==> config.mk <==
export PLATFORM = sky130hd
export DESIGN_NAME = game_sequencer_flat
export DESIGN_NICKNAME = d
export VERILOG_FILES = /design/src/rtl/game_sequencer_if.sv /design/src/rtl/game_sequencer.sv /design/src/flat_wrapper.sv
export SDC_FILE = /design/constraint.sdc
export NUM_CORES = 1
export LEC_CHECK = 0
export CAP_MARGIN = 20
export CORE_MARGIN = 2
export CORE_UTILIZATION = 38
export CTS_CLUSTER_SIZE = 10
export DETAILED_ROUTE_END_ITERATION = 8
export GPL_TIMING_DRIVEN = 0
export HOLD_SLACK_MARGIN = 0.12
export PLACE_DENSITY = 0.61
export SLEW_MARGIN = 20
export SYNTH_ARGS = -nofsm -noshare
export SYNTH_HDL_FRONTEND = slang
export SYNTH_SLANG_ARGS = --single-unit
==> constraint.sdc <==
create_clock -name clk -period 6.15 [get_ports clk]
set_input_delay 0.9225 -clock clk [delete_from_list [all_inputs] [get_ports clk]]
set_output_delay 0.9225 -clock clk [all_outputs]
set_load 0.005 [all_outputs]
==> src/rtl/game_sequencer_if.sv <==
// Button/collision inputs and game-flow outputs between the sequencer and its surroundings.
interface game_sequencer_if;
  logic        btn_flap;
  logic        btn_pause;
  logic        fail_in;
  logic [15:0] score_in;
  logic        tick;
  logic        flap_pulse;
  logic        dp_reset;
  logic [2:0]  state;
  logic [7:0]  countdown;
  logic [15:0] hiscore;
  logic        new_record;

  modport master (
    input  btn_flap, btn_pause, fail_in, score_in,
    output tick, flap_pulse, dp_reset, state, countdown, hiscore, new_record
  );

  modport slave (
    output btn_flap, btn_pause, fail_in, score_in,
    input  tick, flap_pulse, dp_reset, state, countdown, hiscore, new_record
  );
endinterface

==> src/rtl/game_sequencer.sv <==
// Game-flow controller: tick divider, game state machine, tick-aligned flap requests
// and session high score for the flappy-bird datapath.
module game_sequencer #(
  parameter int unsigned TICK_DIV        = 5000000,
  parameter int unsigned COUNTDOWN_TICKS = 30,
  parameter int unsigned DEATH_TICKS     = 10
) (
  input logic               clk,
  input logic               rst,
  game_sequencer_if.master  bus
);

  localparam int unsigned DIV_W = $clog2(TICK_DIV);
  localparam int unsigned CNT_W = 8;
  localparam int unsigned SCR_W = 16;

  typedef enum logic [2:0] {
    S_IDLE      = 3'd0,
    S_COUNTDOWN = 3'd1,
    S_PLAY      = 3'd2,
    S_PAUSE     = 3'd3,
    S_DYING     = 3'd4,
    S_OVER      = 3'd5
  } state_e;

  state_e             state_q, state_d;
  logic [DIV_W-1:0]   div_cnt_q, div_cnt_d;
  logic               flap_hist_q, pause_hist_q;
  logic               flap_pend_q, flap_pend_d;
  logic               tick_q, tick_d;
  logic               flap_pulse_q, flap_pulse_d;
  logic               dp_reset_q, dp_reset_d;
  logic [CNT_W-1:0]   countdown_q, countdown_d;
  logic [CNT_W-1:0]   death_q, death_d;
  logic [SCR_W-1:0]   hiscore_q, hiscore_d;
  logic               new_record_q, new_record_d;

  logic base, flap_rise, pause_rise;

  assign base       = (div_cnt_q == DIV_W'(TICK_DIV - 1));
  assign flap_rise  = bus.btn_flap  & ~flap_hist_q;
  assign pause_rise = bus.btn_pause & ~pause_hist_q;
  assign div_cnt_d  = base ? '0 : div_cnt_q + DIV_W'(1);

  // Next-state and registered-output logic
  always_comb begin
    state_d      = state_q;
    flap_pend_d  = flap_pend_q;
    tick_d       = 1'b0;
    flap_pulse_d = 1'b0;
    countdown_d  = countdown_q;
    death_d      = death_q;
    hiscore_d    = hiscore_q;
    new_record_d = new_record_q;

    unique case (state_q)
      S_IDLE: begin
        if (flap_rise) begin
          state_d      = S_COUNTDOWN;
          countdown_d  = CNT_W'(COUNTDOWN_TICKS);
          new_record_d = 1'b0;
        end
      end
      S_COUNTDOWN: begin
        if (base) begin
          if (countdown_q == CNT_W'(1)) begin
            state_d     = S_PLAY;
            countdown_d = '0;
          end else begin
            countdown_d = countdown_q - CNT_W'(1);
          end
        end
      end
      S_PLAY: begin
        if (bus.fail_in) begin
          state_d = S_DYING;
          death_d = CNT_W'(DEATH_TICKS);
        end else if (pause_rise) begin
          state_d = S_PAUSE;
        end else if (base) begin
          // a rise on the clearing cycle re-arms the request for the next tick
          tick_d       = 1'b1;
          flap_pulse_d = flap_pend_q;
          flap_pend_d  = flap_rise;
        end else if (flap_rise) begin
          flap_pend_d = 1'b1;
        end
      end
      S_PAUSE: begin
        if (pause_rise) state_d = S_PLAY;
      end
      S_DYING: begin
        if (base) begin
          if (death_q == CNT_W'(1)) begin
            state_d = S_OVER;
            if (bus.score_in > hiscore_q) begin
              hiscore_d    = bus.score_in;
              new_record_d = 1'b1;
            end else begin
              new_record_d = 1'b0;
            end
          end else begin
            death_d = death_q - CNT_W'(1);
            tick_d  = 1'b1;
          end
        end
      end
      S_OVER: begin
        if (flap_rise) state_d = S_IDLE;
      end
      default: state_d = S_IDLE;
    endcase

    if (state_d != state_q) flap_pend_d = 1'b0;
    dp_reset_d = (state_d == S_IDLE) || (state_d == S_COUNTDOWN);
  end

  always_ff @(posedge clk) begin
    if (rst) begin
      state_q      <= S_IDLE;
      div_cnt_q    <= '0;
      flap_hist_q  <= 1'b0;
      pause_hist_q <= 1'b0;
      flap_pend_q  <= 1'b0;
      tick_q       <= 1'b0;
      flap_pulse_q <= 1'b0;
      dp_reset_q   <= 1'b1;
      countdown_q  <= '0;
      death_q      <= '0;
      hiscore_q    <= '0;
      new_record_q <= 1'b0;
    end else begin
      state_q      <= state_d;
      div_cnt_q    <= div_cnt_d;
      flap_hist_q  <= bus.btn_flap;
      pause_hist_q <= bus.btn_pause;
      flap_pend_q  <= flap_pend_d;
      tick_q       <= tick_d;
      flap_pulse_q <= flap_pulse_d;
      dp_reset_q   <= dp_reset_d;
      countdown_q  <= countdown_d;
      death_q      <= death_d;
      hiscore_q    <= hiscore_d;
      new_record_q <= new_record_d;
    end
  end

  assign bus.state      = state_q;
  assign bus.tick       = tick_q;
  assign bus.flap_pulse = flap_pulse_q;
  assign bus.dp_reset   = dp_reset_q;
  assign bus.countdown  = countdown_q;
  assign bus.hiscore    = hiscore_q;
  assign bus.new_record = new_record_q;

endmodule

==> src/flat_wrapper.sv <==
// flat-port wrapper written by rule: the top's interface ports become plain ports
module game_sequencer_flat 
#(
  parameter int unsigned TICK_DIV        = 5000000,
  parameter int unsigned COUNTDOWN_TICKS = 30,
  parameter int unsigned DEATH_TICKS     = 10
)
  (clk, rst, bus_btn_flap, bus_btn_pause, bus_fail_in, bus_score_in, bus_tick, bus_flap_pulse, bus_dp_reset, bus_state, bus_countdown, bus_hiscore, bus_new_record);
  game_sequencer_if bus_i ();
  input logic clk;
  input logic rst;
  input wire logic [$bits(bus_i.btn_flap)-1:0] bus_btn_flap;
  input wire logic [$bits(bus_i.btn_pause)-1:0] bus_btn_pause;
  input wire logic [$bits(bus_i.fail_in)-1:0] bus_fail_in;
  input wire logic [$bits(bus_i.score_in)-1:0] bus_score_in;
  output wire logic [$bits(bus_i.tick)-1:0] bus_tick;
  output wire logic [$bits(bus_i.flap_pulse)-1:0] bus_flap_pulse;
  output wire logic [$bits(bus_i.dp_reset)-1:0] bus_dp_reset;
  output wire logic [$bits(bus_i.state)-1:0] bus_state;
  output wire logic [$bits(bus_i.countdown)-1:0] bus_countdown;
  output wire logic [$bits(bus_i.hiscore)-1:0] bus_hiscore;
  output wire logic [$bits(bus_i.new_record)-1:0] bus_new_record;
  assign bus_i.btn_flap = bus_btn_flap;
  assign bus_i.btn_pause = bus_btn_pause;
  assign bus_i.fail_in = bus_fail_in;
  assign bus_i.score_in = bus_score_in;
  assign bus_tick = bus_i.tick;
  assign bus_flap_pulse = bus_i.flap_pulse;
  assign bus_dp_reset = bus_i.dp_reset;
  assign bus_state = bus_i.state;
  assign bus_countdown = bus_i.countdown;
  assign bus_hiscore = bus_i.hiscore;
  assign bus_new_record = bus_i.new_record;
  game_sequencer #(.TICK_DIV(TICK_DIV), .COUNTDOWN_TICKS(COUNTDOWN_TICKS), .DEATH_TICKS(DEATH_TICKS)) u_core (.clk(clk), .rst(rst), .bus(bus_i));
endmodule
==> flow_metrics.env <==
export IMPL_root_buffer="clkbuf_8"
export IMPL_status="finished clean"
export IMPL_dp_hpwl_um=5950
export IMPL_rrSetupSlack_ns=3.33
export IMPL_cp_max_fo=10
export IMPL_clk_path_buf_depth=2
export IMPL_drive_above_1_share_pct=5.64
export IMPL_drv_cap=0
export IMPL_core_area_um2=9200
export IMPL_drv_slew=0
export IMPL_htree_levels=3
export IMPL_yosysTopAreaCell="dfxtp_1"
export IMPL_place_congestion=0.803
export IMPL_crit_end="u_core.bus.hiscore[11]"
export IMPL_synth_fp_nets=456
export IMPL_num_fill_cells=921
export IMPL_period_share_pct=47.9
export IMPL_ys_top_cells_by_area="dfxtp_1 36%, ha_1 7.3%, mux2i_1 5.6%"
export IMPL_slew_headroom_pct=42.1
export IMPL_synth_avg_cell_area_um2=8.65
export IMPL_cts_hold_buf=0
export IMPL_tightest_slew_ns=0.861
export IMPL_cts_clk_slew_worst_paths_ns=0.07
export IMPL_dp_cells=575
export IMPL_regToRegEndpoint="u_core.div_cnt_q[3]"
export IMPL_final_cell_mix="65 x dfxtp_1, 50 x clkdlybuf4s50_1, 40 x nor2_1"
export IMPL_grt_antenna_before_repair=0
export IMPL_hp_class="flop to flop"
export IMPL_grt_pass1_wl_um=13500
export IMPL_p_leak_nw=1.53
export IMPL_ir_drop_mv=0.106
export IMPL_layout_commonest_cell="dfxtp_1"
export IMPL_wire_per_inst_um=13.4
export IMPL_nets=517
export IMPL_cts_setup_buffers=0
export IMPL_synth_top_area_share_pct=36.3
export IMPL_r2r_start="u_core.div_cnt_q[0]"
export IMPL_drt_iter0_drc=63
export IMPL_critPathArrivalTime_ns=3.22
export IMPL_cts_resized=0
export IMPL_overflow=0
export IMPL_track_usage_pct=16.5
export IMPL_rows=35
export IMPL_grt_pass1_vias=2905
export IMPL_synth_seq_cells=65
export IMPL_fin_crit_ns=2.95
export IMPL_cp_end_kind="flop"
export IMPL_cts_buffers=9
export IMPL_startpoint="bus_score_in[15]"
export IMPL_io_pins=52
export IMPL_portBuffers=50
export IMPL_p_per_area_nw_per_um2=202
export IMPL_vias_per_cell=5.17
export IMPL_required_ns=6.42
export IMPL_syn_area_um2=3580
export IMPL_synth_top_flop_cell="dfxtp_1"
export IMPL_synth_warnings=0
export IMPL_cts_tree="built"
export IMPL_yosysSeqAreaShare_pct=36.3
export IMPL_max_clock_freq_mhz=339
export IMPL_area_growth_pct=23.3
export IMPL_synthArstFlopShare_pct=0
export IMPL_fin_area_um2=4420
export IMPL_die_area_um2=10200
export IMPL_drc=0
export IMPL_vias=3051
export IMPL_firstDrtPassIters=4
export IMPL_hold_viol=0
export IMPL_antenna_left=0
export IMPL_antenna_cells=0
export IMPL_synth_edf_count=0
export IMPL_rsz0062_at_grt="no"
export IMPL_die_w_um=101
export IMPL_fin_worst_skew_ns=0.0106
export IMPL_critPathLaunchType="primary input"
export IMPL_yosysUniqueCellTypes=54
export IMPL_clock_sinks=65
export IMPL_path_class="primary input to flop"
export IMPL_tns_ns=0
export IMPL_routed_wl_um=7890
export IMPL_grt_max_degree=11
export IMPL_start_util_pct=39.0
export IMPL_syn_inst=414
export IMPL_rr_worst_depth=7
export IMPL_setup_violations=0
export IMPL_final_cells=590
export IMPL_fp_dieH_um=101
export IMPL_clock_latency_ns=0.34
export IMPL_place_area_um2=4220
## sequential cells by signal, summed over array words and instances, names as in the netlist
register	flops
u_core.bus.tick	1
u_core.div_cnt_q	23
u_core.bus.dp_reset	1
u_core.bus.countdown	8
u_core.death_q	8
u_core.flap_pend_q	1
u_core.bus.flap_pulse	1
u_core.bus.new_record	1
u_core.flap_hist_q	1
u_core.bus.state	3
u_core.pause_hist_q	1
u_core.bus.hiscore	16
## where the power goes
part	switching, mW	leakage (nW)	internal [mW]	total (mW)
Sequential	0.00758	0.526	0.428	0.436
Clock	0.159	0.102	0.206	0.365
Combinational	0.0463	0.898	0.0466	0.0929
## cell type report
cell class                 count  area, um^2  share of cell area [%]
multi-input combinational    304        2080                    47.1
sequential                    65        1300                    29.5
timing repair buffer          50         500                    11.3
clock buffer                  12         155                    3.51
tap                          111         139                    3.14
inverter                      28         105                    2.38
buffer                        17        95.1                    2.15
clock inverter                 3        40.0                   0.907
## worst min path at each step
stage | startpoint | endpoint | slack, ns | cells after the start
5_1_grt | u_core.flap_pend_q | u_core.bus.flap_pulse | 0.50 | 1
6_report | u_core.div_cnt_q[0] | u_core.div_cnt_q[0] | 0.47 | 1
3_3_place_gp | u_core.div_cnt_q[0] | u_core.div_cnt_q[0] | 0.44 | 1
3_5_place_dp | u_core.div_cnt_q[0] | u_core.div_cnt_q[0] | 0.45 | 1
2_1_floorplan | u_core.div_cnt_q[0] | u_core.div_cnt_q[0] | 0.43 | 1
4_1_cts | u_core.div_cnt_q[0] | u_core.div_cnt_q[0] | 0.47 | 1
## per-layer routing
metal / vias to the layer above / part of all wire, % / GRT usage [%]
li1: 1574 / - / -
met1: 1417 / 48 / 21.7
met2: 49 / 46 / 26.4
met3: 11 / 4.8 / 4.23
met4: 0 / 1.3 / 5.41
met5: - / 0 / 0
## metrics by stage
step / total power [mW] / util [%] / hold slack [ns] / worst slack (ns)
2_1_floorplan: 0.499 / - / 0.426 / 3.62
3_3_place_gp: 0.538 / 45.9 / 0.443 / 2.95
3_5_place_dp: 0.539 / 45.9 / 0.454 / 2.87
4_1_cts: 0.906 / 48.0 / 0.469 / 3.21
5_1_grt: 0.936 / 48.0 / 0.500 / 2.94
6_report: 0.894 / 48.0 / 0.470 / 3.20
## synth_stat cells (2+ instances only)
master / count
o21bai_1: 2
dfxtp_1: 65
inv_1: 28
a31oi_1: 3
a2111oi_0: 3
o21a_1: 2
or4_4: 2
o21ai_0: 4
nor3_1: 8
nand2_1: 18
clkbuf_1: 13
nor2b_1: 7
and4_1: 5
nand3_1: 13
a211oi_1: 4
xnor2_1: 15
or4_1: 3
mux2i_1: 20
nand4_1: 15
or3b_2: 2
xor2_1: 9
nand2b_1: 30
nor2_1: 40
a21o_1: 4
and3_1: 5
or3_1: 7
buf_6: 2
nor4b_1: 3
a21oi_1: 19
or2b_1: 10
nor4_1: 8
ha_1: 21
o31ai_1: 3
## critical path: stages
cell             delay (ns)
clkdlybuf4s50_1        0.44
ha_1                   0.34
nand4_1                0.19
a2111oi_0              0.63
o31a_1                 0.21
buf_6                  0.15
buf_12                 0.15
mux2i_1                0.19
## cells by family after synthesis
logic type | synth area share, %
flops | 36.3
xor+xnor | 5.87
buf+inv | 5.59
simple gates | 29.7
fa+ha+maj | 7.33
mux | 5.59
compound gates | 9.61
Note: power is estimated with default switching activity, not from simulation.
